==> src/rtl/wb_uart_tx.sv <==
// Wishbone B4 classic memory-mapped UART transmitter: TX FIFO feeding an 8N1 serialiser.
// Define UART_TX_PARITY_EN to insert an even parity bit (8E1 frame).
module wb_uart_tx #(
    parameter int          FIFO_DEPTH  = 16,
    parameter logic [15:0] DEFAULT_DIV = 16'd867
) (
    input  logic        clk,
    input  logic        reset,
    input  logic        wb_cyc,
    input  logic        wb_stb,
    input  logic        wb_we,
    input  logic [1:0]  wb_adr,
    input  logic [15:0] wb_dat_i,
    output logic [15:0] wb_dat_o,
    output logic        wb_ack,
    output logic        txd,
    output logic        irq
);
    localparam int AW = $clog2(FIFO_DEPTH);
`ifdef UART_TX_PARITY_EN
    localparam logic PAR_BIT = 1'b1;
`else
    localparam logic PAR_BIT = 1'b0;
`endif

    typedef enum logic [2:0] {S_IDLE, S_START, S_DATA, S_PARITY, S_STOP} state_t;

    state_t      state, state_n;
    logic [7:0]  mem [FIFO_DEPTH];
    logic [AW:0] wr_ptr, rd_ptr;
    logic        empty, full, busy, overflow;
    logic [15:0] divisor, cnt, rdata, status;
    logic [7:0]  shift, head;
    logic [2:0]  bit_idx;
    logic        access, wr_txdata, push, ovf_set, rd_status;
    logic        pop, load_cnt, shift_en, txd_n, bit_end;
`ifdef UART_TX_PARITY_EN
    logic        parity;
`endif

    assign empty     = (wr_ptr == rd_ptr);
    assign full      = (wr_ptr[AW] != rd_ptr[AW]) && (wr_ptr[AW-1:0] == rd_ptr[AW-1:0]);
    assign busy      = (state != S_IDLE);
    assign irq       = empty && !busy;
    assign head      = mem[rd_ptr[AW-1:0]];
    assign bit_end   = (cnt == 16'd0);

    // Every side effect keys off the single cycle that precedes the registered ack.
    assign access    = wb_cyc && wb_stb && !wb_ack;
    assign wr_txdata = access && wb_we && (wb_adr == 2'd0);
    assign push      = wr_txdata && !full;
    assign ovf_set   = wr_txdata && full;
    assign rd_status = access && !wb_we && (wb_adr == 2'd1);
    assign status    = {11'b0, PAR_BIT, overflow, busy, empty, full};

    always_comb begin
        rdata = 16'h0000;
        case (wb_adr)
            2'd1:    rdata = status;
            2'd2:    rdata = divisor;
            default: rdata = 16'h0000;
        endcase
    end

    always_ff @(posedge clk) begin
        if (reset) begin
            wb_ack   <= 1'b0;
            wb_dat_o <= 16'h0000;
            divisor  <= DEFAULT_DIV;
            overflow <= 1'b0;
        end else begin
            wb_ack   <= access;
            wb_dat_o <= (access && !wb_we) ? rdata : 16'h0000;
            if (access && wb_we && (wb_adr == 2'd2))
                divisor <= wb_dat_i;
            if (ovf_set)
                overflow <= 1'b1;
            else if (rd_status)
                overflow <= 1'b0;
        end
    end

    always_ff @(posedge clk) begin
        if (push)
            mem[wr_ptr[AW-1:0]] <= wb_dat_i[7:0];
    end

    always_ff @(posedge clk) begin
        if (reset) begin
            wr_ptr <= '0;
            rd_ptr <= '0;
        end else begin
            if (push)
                wr_ptr <= wr_ptr + {{AW{1'b0}}, 1'b1};
            if (pop)
                rd_ptr <= rd_ptr + {{AW{1'b0}}, 1'b1};
        end
    end

    // txd_n is the line level for the state being entered, so txd changes with the state register.
    always_comb begin
        state_n  = state;
        pop      = 1'b0;
        load_cnt = 1'b0;
        shift_en = 1'b0;
        txd_n    = 1'b1;
        case (state)
            S_IDLE: begin
                if (!empty) begin
                    pop      = 1'b1;
                    load_cnt = 1'b1;
                    state_n  = S_START;
                    txd_n    = 1'b0;
                end
            end
            S_START: begin
                txd_n = 1'b0;
                if (bit_end) begin
                    load_cnt = 1'b1;
                    state_n  = S_DATA;
                    txd_n    = shift[0];
                end
            end
            S_DATA: begin
                txd_n = shift[0];
                if (bit_end) begin
                    load_cnt = 1'b1;
                    shift_en = 1'b1;
                    if (bit_idx == 3'd7) begin
`ifdef UART_TX_PARITY_EN
                        state_n = S_PARITY;
                        txd_n   = parity;
`else
                        state_n = S_STOP;
                        txd_n   = 1'b1;
`endif
                    end else begin
                        txd_n = shift[1];
                    end
                end
            end
            S_PARITY: begin
`ifdef UART_TX_PARITY_EN
                txd_n = parity;
                if (bit_end) begin
                    load_cnt = 1'b1;
                    state_n  = S_STOP;
                    txd_n    = 1'b1;
                end
`else
                state_n = S_IDLE;
`endif
            end
            S_STOP: begin
                if (bit_end) begin
                    if (!empty) begin
                        pop      = 1'b1;
                        load_cnt = 1'b1;
                        state_n  = S_START;
                        txd_n    = 1'b0;
                    end else begin
                        state_n = S_IDLE;
                    end
                end
            end
            default: state_n = S_IDLE;
        endcase
    end

    always_ff @(posedge clk) begin
        if (reset) begin
            state   <= S_IDLE;
            txd     <= 1'b1;
            cnt     <= 16'd0;
            shift   <= 8'h00;
            bit_idx <= 3'd0;
`ifdef UART_TX_PARITY_EN
            parity  <= 1'b0;
`endif
        end else begin
            state <= state_n;
            txd   <= txd_n;
            if (load_cnt)
                cnt <= divisor;
            else if (cnt != 16'd0)
                cnt <= cnt - 16'd1;
            if (pop) begin
                shift   <= head;
                bit_idx <= 3'd0;
`ifdef UART_TX_PARITY_EN
                parity  <= ^head;
`endif
            end else if (shift_en) begin
                shift   <= {1'b0, shift[7:1]};
                bit_idx <= bit_idx + 3'd1;
            end
        end
    end
endmodule
==> config.mk <==
export PLATFORM = sky130hd
export DESIGN_NAME = wb_uart_tx
export DESIGN_NICKNAME = d
export VERILOG_FILES = /design/src/rtl/wb_uart_tx.sv
export SDC_FILE = /design/constraint.sdc
export NUM_CORES = 1
export LEC_CHECK = 0
export CAP_MARGIN = 20
export CORE_UTILIZATION = 54
export DETAILED_ROUTE_END_ITERATION = 6
export HOLD_SLACK_MARGIN = 0.08
export PLACE_DENSITY = 0.73
export SETUP_SLACK_MARGIN = 0.02
export SLEW_MARGIN = 5
export SYNTH_ARGS = -nofsm -noshare
export SYNTH_HDL_FRONTEND = slang
export SYNTH_SLANG_ARGS = --single-unit
export TNS_END_PERCENT = 5
==> constraint.sdc <==
create_clock -name clk -period 2.6 [get_ports clk]
set_clock_uncertainty 0.2 [all_clocks]
set_input_delay 0.52 -clock clk [delete_from_list [all_inputs] [get_ports clk]]
set_output_delay 0.52 -clock clk [all_outputs]
set_load 0.1 [all_outputs]
# Yosys cells after proc, flatten, opt, wreduce, memory -nomap -nowiden
# Memories as Yosys holds them, arrays and structs flattened. A register that Yosys moved wholly into a read port is not among the register bits.
# Index checks and enable logic that the tools add are counted.
[totals]
in_bits = 23
memories = 1
ff_bits = 75
wordCells = 88
out_inout_bits = 19
mem_bits_rw = 128
[memory_table]
columns = ["memory", "depth", "word_bits", "rd", "rd_clocked_by_memory_dff", "wr", "line_no", "text"]
rows = [
  ["mem", 16, 8, 1, 1, 1, "29", "logic [7:0] mem [FIFO_DEPTH];"],
]
[classes]
n_reduce_logical = 27
muxes = 30
add_sub_neg = 4
eq_ne = 14
bitwise_logic = 1
[ops]
columns = ["operator", "n"]
rows = [
  ["2-to-1 mux 16 bit", 2],
  ["case mux 16 bit (2 select lines)", 1],
  ["logical NOT 16 bit", 1],
  ["2-to-1 mux 8 bit", 2],
  ["nonzero test 16 bit", 1],
  ["subtractor 16 x 1 -> 16 bit (second input constant)", 1],
  ["2-to-1 mux 3 bit", 5],
  ["2-to-1 mux 1 bit", 14],
  ["case mux 3 bit (4 select lines)", 1],
  ["logical AND 1 bit", 11],
  ["adder 5 x 1 -> 5 bit (second input constant)", 2],
  ["!= test 2 bit (second input constant)", 5],
  ["2-to-1 mux 4 bit", 2],
  ["== test 3 bit (second input constant)", 2],
  ["nonzero test 2 bit", 3],
  ["OR reduction 2 bit", 3],
  ["== test 5 bit", 1],
  ["AND reduction 5 bit", 1],
  ["== test 4 bit", 1],
  ["logical NOT 1 bit", 4],
  ["case mux 1 bit (4 select lines)", 1],
  ["adder 3 x 1 -> 3 bit (second input constant)", 1],
  ["== test 3 x 1 -> 1 bit (second input constant)", 1],
  ["== test 3 x 2 -> 1 bit (second input constant)", 1],
  ["9 further kinds", 9],
]

# Depth between registers and ports, before layout
[logic_depth]
ltp_word = 7
mapped_depth = 9

# Worst setup path after synthesis
# No wires, ideal clock.
[synth_path]
path_type = "register to output"
start = "register wr_ptr[3]"
end = "output irq"
n_path_buf = 1
path_stages_with_launch = 6
setup_slack_ps = -588
arrival_time_ps = 2468
required_ps = 1880
cell_sequence = "dfxtp_1 > buf_6 > xor2_2 > nor4_4 > nand2_1 > nor2_1"
[synth_between]
elab_chain_len = 2
[synth_rtl]
columns = ["element", "line_no", "text"]
rows = [
  ["from (decl)", "30", "logic [AW:0] wr_ptr, rd_ptr;"],
  ["from (signal assigned)", "94", "wr_ptr <= wr_ptr + {{AW{1'b0}}, 1'b1};"],
  ["== test 5 bit", "41", "assign empty = (wr_ptr == rd_ptr);"],
  ["logical AND 1 bit", "44", "assign irq = empty && !busy;"],
  ["to (decl)", "17", "output logic irq"],
]
# Every way passes these cells.

# Final worst setup path
[layout_path]
start = "register rd_ptr[3]"
end = "output irq"
[layout_between]
elab_chain_len = 2
[layout_rtl]
columns = ["element", "line_no", "text"]
rows = [
  ["from (decl)", "30", ""],
  ["from (signal assigned)", "96", "rd_ptr <= rd_ptr + {{AW{1'b0}}, 1'b1};"],
  ["== test 5 bit", "41", ""],
  ["logical AND 1 bit", "44", ""],
]
# Every way passes these cells.

==> results.json <==
{
  "status": "finished, final reports clean",
  "multi_input_area_mm2": 0.00279,
  "slowest_stage": "nor4_4",
  "startpoint_type": "flop",
  "final_cells": 864,
  "rsz0062_at_grt": "true",
  "synth_seq_cells": 207,
  "gp_congestion": 0.870,
  "pre_cts_slack_ns": -0.164,
  "yosysWarnings": 0,
  "power_density_mw_per_mm2": 933,
  "wl_um": 17800,
  "htreeDepth": 1,
  "synth_cell_type_count": 56,
  "setup_ws_ns": 0.0491,
  "clk_pin_slew_worst_paths_ns": 0.06,
  "grt_pass1_vias": 5021,
  "placed_cells": 824,
  "syn_avg_cell_area_um2": 14.6,
  "critPathKind": "flop to output pin",
  "n_antenna_cell": 0,
  "whs_ns": 0.269,
  "synth-main-ff-cell": "edfxtp_1",
  "final_cell_mix": "edfxtp_1, dfxtp_1, buf_4",
  "regArea_mm2": 0.00543,
  "core_area_mm2": 0.0151,
  "ys_seq_area_share_pct": 65.0,
  "die_x_um": 126,
  "hp-class": "flop to flop",
  "fmax_mhz": 392,
  "fin_crit_ns": 2.55,
  "p_leak_nw": 3.50,
  "grt_overflow": 0,
  "cap_violations": 0,
  "grt_pass1_wl_um": 27900,
  "hold_viol": 0,
  "antenna_found_initial": 0,
  "maxSlewViolCount": 0,
  "holdCritStartpoint": "divisor[15]$_SDFFE_PP0P_",
  "postRouteAntennaNets": 0,
  "drt_iter0_drc": 282,
  "timing.critical_path.cells": "xor2_2 -> nor4_4 -> nand2_2 -> nor2_4 -> buf_12",
  "synth_edf_count": 128,
  "crit_arrival_ns": 1.83,
  "syn_area_mm2": 0.00834,
  "drive_above_1_share_pct": 25.1,
  "track_usage_pct": 23.3,
  "vdd_drop_max_mv": 0.604,
  "start_util_pct": 55.1,
  "tightestPinTransition_ns": 0.558,
  "drc": 0,
  "grt_max_degree": 33,
  "max_slew_margin_pct": 62.5,
  "slowest_delay_ns": 0.37,
  "fillers": 1067,
  "critPathBufInv": 1,
  "syn-num-nets": 605,
  "cts_sinks": 207,
  "ios": 42,
  "cts_hold_buffers": 0,
  "die_h_um": 126,
  "clk_latency_ns": 0.49,
  "wl_per_cell_um": 20.6,
  "final_util_pct": 66.2,
  "async_flop_share_pct": 0,
  "cp_top_family": "simple AND/OR/NAND/NOR gates",
  "cp-startpoint": "rd_ptr[3]$_SDFFE_PP0P_",
  "nets": 696,
  "period_share_pct": 98.1,
  "worst-path-max-fanout": 3,
  "dp_hpwl_um": 12200,
  "setup_viol": 0,
  "tns_ns": 0,
  "cts_root_buf": "clkbuf_16",
  "cts_buffers": 21,
  "synthToLayoutAreaGrowth_pct": 20.2,
  "syn_inst": 571,
  "layout_commonest_cell": "edfxtp_1",
  "die_area_mm2": 0.0160,
  "io_buffer_count": 41,
  "reg2reg_from": "cnt[1]$_SDFFE_PP0P_",
  "required_ns": 1.88,
  "cts_buffer_depth": 3,
  "rows": 45,
  "vias": 4954,
  "first_pass_iters": 5,
  "viasPerCell": 5.73,
  "cts_tree": "built",
  "critPathCaptureType": "output pin"
}
## sequential cells by signal, indices dropped and copies added, names as in the netlist, named ones only
register and count:
mem 128, cnt 16, divisor 16, wb_dat_o 16, shift 8, rd_ptr 5, wr_ptr 5, bit_idx 3
state 3, overflow 1, txd 1, wb_ack 1
## worst reg2reg max path, cell delays in order (launching register included)
cell	delay, ns
dfxtp_1	0.32
inv_1	0.08
ha_1	0.17
nor3b_1	0.34
nand4_4	0.19
a2111oi_2	0.45
nor3b_2	0.15
nor2_4	0.33
a22o_1	0.20
## stage by stage
stage	power, mW	area (um^2)
after floorplan	5.50	8350
after global placement	6.10	9240
after detailed placement	6.15	9240
after CTS	9.39	10000
after global routing	9.73	10000
final	9.36	10000
## cell usage after synthesis, drive strengths merged, types with 4 or more instances
cell	n	area share [%]
a211oi	10	0.96
nor2	56	2.6
mux4	40	11
clkbuf	16	0.72
xor2	16	1.8
nor4	5	0.96
dfxtp	79	19
xnor2	10	1.0
nand3	14	0.84
a21oi	20	1.2
buf	11	0.79
o2bb2ai	13	1.4
and2	13	0.97
nand2	48	2.2
nand2b	6	0.45
ha	11	1.6
inv	7	0.31
mux2i	10	1.2
nand3b	4	0.36
nor3	13	0.84
edfxtp	128	46
o21ai	5	0.30
or3	4	0.30
## worst paths after layout
kind                              end  slack (ns)  cells after the start
max reg2reg       cnt[1]$_SDFFE_PP0P_        0.11                      8
max                               irq        0.05                      5
min reg2reg  divisor[15]$_SDFFE_PP0P_        0.27                      2
min          divisor[15]$_SDFFE_PP0P_        0.27                      2
## logic make-up after synthesis
kind of cell             after synthesis  synth area share, %
AO/OA/AOI/OAI                         62                 5.32
XOR/XNOR                              26                 2.82
adder cells (fa/ha/maj)               11                 1.65
buffers and inverters                 34                 1.83
flip-flops                           207                 65.0
multiplexers                          51                 12.1
AND/OR/NAND/NOR                      180                 11.2
## power breakdown
group	internal [mW]	total, mW	switching [mW]
Sequential	3.67	3.85	0.181
Clock	1.99	3.21	1.21
Combinational	1.06	2.30	1.24
Total	6.72	9.36	2.64
## area by class of cell
cell class,instances,area share (%)
Clock buffer,24,5.35
Clock inverter,13,2.06
Inverter,7,0.262
Multi-Input combinational cell,330,27.8
Sequential cell,207,54.2
Tap cell,188,2.35
Timing Repair Buffer,95,8.04
## timing repair
item                       in CTS  in global routing
pin swaps                       2                  1
cloned                          0                  0
buffers inserted                2                  1
setup endpoints to repair       1                 31
gates resized for setup         4                  3
## layer usage
layer / GRT usage [%] / share of wire, %
met5: 0 / 0
met1: 29.6 / 40
met4: 7.73 / 2.9
met3: 4.77 / 6.6
met2: 40.1 / 50
(Power assumes the default switching activity.)
==> RTL edit 1 (same flow settings) <==
Set the parameter `FIFO_DEPTH` to 32 (it was 16).
--- a/src/rtl/wb_uart_tx.sv
+++ b/src/rtl/wb_uart_tx.sv
@@ -1,7 +1,7 @@
 // Wishbone B4 classic memory-mapped UART transmitter: TX FIFO feeding an 8N1 serialiser.
 // Define UART_TX_PARITY_EN to insert an even parity bit (8E1 frame).
 module wb_uart_tx #(
-    parameter int          FIFO_DEPTH  = 16,
+    parameter int          FIFO_DEPTH  = 32,
     parameter logic [15:0] DEFAULT_DIV = 16'd867
 ) (
     input  logic        clk,
Formal check against the unedited RTL: no difference found for any inputs over 10 cycles, from zero or initial values and one cycle with reset high; that may be too few to reach the edited logic, so the function may still have changed.
==> RTL edit 1 against the original RTL <==
  * The run now ends with setup timing left
  * Non-clock buffer count increased by 73
  * Synthesized area increased by 64%
  * Power increased by 42%
  * Sequential cell count increased by 131
  * Worst setup slack got worse by 0.10 ns
  * Die area increased by 63%
  * Wire length increased by 93%
  * Design area increased by 66%
==> RTL edit 1: results (changes against the original RTL) <==
outcome:
  status: "finished, violations left"
  violations: "setup timing"
clocking:
  cts_setup_buffers: 6  # +4
  numCtsBuffers: 34  # +62%
  insertion_delay_ns: 0.53  # +0.04 ns
  cts_resized: 14  # +10
worst_setup_path:
  rr_endpoint: "cnt[12]"
  crit_start: "rd_ptr[4]"
  cpLargestDelayFamily: "flip-flops"
  r2r-start: "wr_ptr[1]"
  cp_slowest_cell: "dfxtp_2"
  max_stage_delay_ns: 0.40  # +0.03 ns
  ff2ff_setup_slack_ns: 0  # -0.11 ns
  reg2reg_depth: 10  # +2
  crit_fanout: 4  # +1
finish:
  final_nets: 1070  # +54%
  final-clk-cell-share_pct: 6.734  # -0.68 points
  seq_share_pct: 56.17  # +2.0 points
  syn2layout_area_growth_pct: 21.30
  fillers: 1698  # +59%
  layout.nonclk_buf_share_pct: 8.630  # +0.59 points
  largest_reg_flops: 256  # +100%
  nNonClkBuffers: 168  # +77%
  clkbuf_count: 43  # +79%
  drive_gt1_share_pct: 28.30  # +3.2 points
yosys:
  synthDistinctLibCells: 67  # +20%
  seq_area_frac_synth_pct: 68.05  # +3.0 points
  muxShareOfSynthArea_pct: 12.27  # +0.13 points
  synth-xor-area-share_pct: 1.278  # -1.5 points
  synth.area.top_cells: "edfxtp_1 56%, dfxtp_1 12%, mux4_2 9.4%, mux2i_1 2.4%, nor2_1 1.5%"
  synth_edf_count: 256  # +100%
  synth_compound_area_share_pct: 7.730  # +2.4 points
  synthAdderAreaFrac_pct: 1.004  # -0.65 points
  ys_seq_elements: 338  # +63%
  syn_area_per_cell_um2: 15.56  # +6.5%
  syn_nets: 915  # +51%
routing:
  drtIter0Drc: 1162  # +310%
  vias: 8575  # +73%
  vias_per_cell: 6.196  # +8.1%
  first_pass_iters: 6  # +1
  wirelength_um: 34230  # +93%
die:
  num_rows: 57  # +27%
pwr:
  vdd_ir_drop_max_mv: 0.8748  # +45%
  internal_power_mw: 9.843  # +46%
  p_seq_mw: 6.07  # +58%
  p_per_area_nw_per_um2: 796.5  # -15%
grt:
  grt_max_degree: 37  # +12%
  grt_pass1_vias: 8486  # +69%
sta:
  setup_violations: 2  # +2
  setup_slack_ns: -0.05295  # -0.1021 ns
  fin_tns_setup_ns: -0.05482  # -0.05482 ns
  holdWs_ns: 0.2588  # -0.01062 ns
  worstMarginPinSlew_ns: 0.9294  # +0.3714 ns
hold_path:
  holdPathEnd: "wb_dat_o[6]"
  hold_depth: 1  # -1
placement:
  pre_cts_ws_ns: -0.1599  # +0.004225 ns
  dpl.cell_count: 1311  # +59%
[RTL edit 1: changes by cell type in the layout (fill, tap and decap cells not counted), sizes merged, moves of 10 or more]
cell     unedited run  this run
edfxtp            128       256
buf                73       146
mux2i              10        33
clkbuf             24        43
inv                 9        28
mux4               40        57
o22ai               0        17
o31ai               0        14
o2bb2ai            13         0
o22a                0        12
xor2               16         5
o311ai              0        10
[RTL edit 1: layer usage]
metal  global-route usage [%]  wire (um)  share of wire (%)  vias up
met5                        0          0                  0        -
met2                    44.63      17050                 50      442
met3                    4.622       2988                8.7       85
met4                    8.834        952                2.8        0
met1                    35.87      13240                 39     4263
li1                         -          -                  -     3785
[RTL edit 1: cell families (layout without fill, tap and decap cells)]
| group | after synthesis | after routing |
|---|---|---|
| AO/OA/AOI/OAI | 138 | 138 |
| XOR/XNOR | 20 | 20 |
| adder cells (fa/ha/maj) | 11 | 11 |
| buffers and inverters | 76 | 255 |
| flip-flops | 338 | 338 |
| multiplexers | 96 | 96 |
| AND/OR/NAND/NOR | 202 | 202 |
==> RTL edit 2 (same flow settings) <==
Without the edit above. `wb_dat_o` no longer has a reset.
--- a/src/rtl/wb_uart_tx.sv
+++ b/src/rtl/wb_uart_tx.sv
@@ -65,12 +65,10 @@
     always_ff @(posedge clk) begin
         if (reset) begin
             wb_ack   <= 1'b0;
-            wb_dat_o <= 16'h0000;
             divisor  <= DEFAULT_DIV;
             overflow <= 1'b0;
         end else begin
             wb_ack   <= access;
-            wb_dat_o <= (access && !wb_we) ? rdata : 16'h0000;
             if (access && wb_we && (wb_adr == 2'd2))
                 divisor <= wb_dat_i;
             if (ovf_set)
@@ -78,6 +76,10 @@
             else if (rd_status)
                 overflow <= 1'b0;
         end
+    end
+
+    always_ff @(posedge clk) begin
+        wb_dat_o <= (access && !wb_we) ? rdata : 16'h0000;
     end
 
     always_ff @(posedge clk) begin
Function: changed (a bounded check fails within 4 cycles, from zero or initial values and one cycle with reset high).
==> RTL edit 2 against the original RTL <==
  * Non-clock buffer count decreased by 11
  * Sequential cell count stayed put
  * Power is 1.3% lower
  * Via count up 3.6%
  * Wire length up 5.8%
  * Count of clock-buffer cells in the layout increased by 6
  * Synthesized cell count grew 1.9%
  * Design area shrank 0.21%
  * Highest routed layer unchanged
  * Worst setup slack gained 0.023 ns
  * Synthesized area grew 0.30%
==> RTL edit 2: results (changes against the original RTL) <==
grt:
  grt_max_degree: 33  # unchanged
  grt_pass1_wl_um: 29530  # +6.0%
  grt_pass1_vias: 5132  # +2.2%
  antenna_found_initial: 1  # +1
  grtUsageTotal_pct: 24.73  # +1.4 points
yosys:
  synth_flop_cell: "edfxtp_1"
  synthArstFlopShare_pct: 0  # unchanged
  syn_nets: 617  # +2.0%
  synthCells: 582  # +1.9%
  yosys_warnings: 0  # unchanged
  synth.area.top_cells: "edfxtp_1 46%, dfxtp_1 19%, mux4_2 10%, and3_1 2.0%, nand2_1 2.0%"
  synthTopCellsByCount: "128 x edfxtp_1, 79 x dfxtp_1, 44 x nand2_1"
  seq_area_frac_synth_pct: 64.83  # -0.19 points
  synthDistinctLibCells: 50  # -11%
  synth_edf_count: 128  # unchanged
routing:
  wirelength_um: 18810  # +5.8%
  post_drt_wl_per_cell_um: 21.84  # +6.2%
  vias: 5131  # +3.6%
  first_pass_iters: 5  # unchanged
  drtIter0Drc: 427  # +51%
placement:
  pre_cts_ws_ns: -0.07782  # +0.08627 ns
  portBuffers: 41  # unchanged
  gp_congestion: 0.8555  # -1.6%
  place_hpwl_um: 12770  # +4.9%
  dpl.cell_count: 823  # -0.12%
  dpl_cell_area_um2: 9221  # -0.24%
worst_setup_path:
  ff2ff_setup_slack_ns: 0.28  # +0.17 ns
  r2r-start: "cnt[0]"
  reg2reg_depth: 9  # +1
  crit_arrival_ns: 1.81  # -0.02 ns
  rr_endpoint: "cnt[5]"
  crit_start: "rd_ptr[3]"
  crit_fanout: 7  # +4
  critPathCapture: "irq"
clocking:
  cts_root_buf: "clkbuf_16"
  cts.htree.levels: 1  # unchanged
  insertion_delay_ns: 0.49  # about the same
  cts.clk_slew.worst_paths_ns: 0.06  # about the same
  numCtsBuffers: 22  # +4.8%
  cts_resized: 4  # unchanged
  cts_setup_buffers: 0  # -2
  cts_buffer_depth: 3  # unchanged
hold_path:
  worstHoldPathType: "flop to flop"
finish:
  antenna_cells: 0  # unchanged
  final_nets: 694  # -0.29%
  largest_reg_flops: 128  # unchanged
  fillers: 1034  # -3.1%
  drive_gt1_share_pct: 22.14  # -3.0 points
sta:
  slew-limit-headroom_pct: 55.82  # -6.7 points
  final.min_clock_period_ns: 2.528  # -0.02319 ns
outcome:
  status: "finished, final reports clean"
pwr:
  vdd_ir_drop_max_mv: 0.5731  # -5.2%
  p_leak_nw: 3.584  # +2.5%
[RTL edit 2: report_power, final]
group          total (mW)  internal (mW)  switching [mW]
Clock                3.14           1.96            1.18
Sequential           3.89           3.68           0.205
Combinational        2.21           1.02            1.19
Total                9.24           6.66            2.57
[RTL edit 2: how the worst min path moves through the flow]
| stage | cells after the start | slack, ns | end | from |
|---|---|---|---|---|
| after global routing | 1 | 0.30 | cnt[3] | divisor[3] |
| final | 2 | 0.28 | shift[7] | shift[7] |
| after CTS | 2 | 0.27 | shift[7] | shift[7] |
| after floorplan | 2 | 0.25 | divisor[10] | divisor[10] |
| after detailed placement | 2 | 0.27 | shift[7] | shift[7] |
| after global placement | 2 | 0.26 | shift[7] | shift[7] |
[RTL edit 2: per-layer routing]
metal / vias up / track usage (%) / wire length [um]
met5: - / 0 / 0
met4: 0 / 8.788 / 584
met3: 41 / 4.386 / 1200
met2: 201 / 40.85 / 9228
met1: 2520 / 33.22 / 7792
li1: 2369 / - / -
[RTL edit 2: cells by family after synthesis]
group | count (synthesis) | synth area share [%]
xor+xnor | 26 | 2.721
simple gates | 165 | 10.15
flops | 207 | 64.83
buf+inv | 46 | 2.228
compound gates | 73 | 6.250
mux | 53 | 12.02
fa+ha+maj | 12 | 1.794
[RTL edit 2: area by class of cell]
cell class	count	area [um^2]	share of cell area, %
sequential	207	5439	54.36
inverter	15	56.30	0.5627
clock inverter	8	111.4	1.113
tap	188	235.2	2.351
clock buffer	30	621.8	6.215
multi-input combinational	329	2806	28.05
timing repair buffer	84	735.7	7.353
[RTL edit 2: critical path, stage by stage (launching register included)]
cell,delay [ns]
dfxtp_2,0.35
xnor2_2,0.19
nand4_1,0.14
buf_4,0.20
nor3_4,0.22
buf_12,0.20
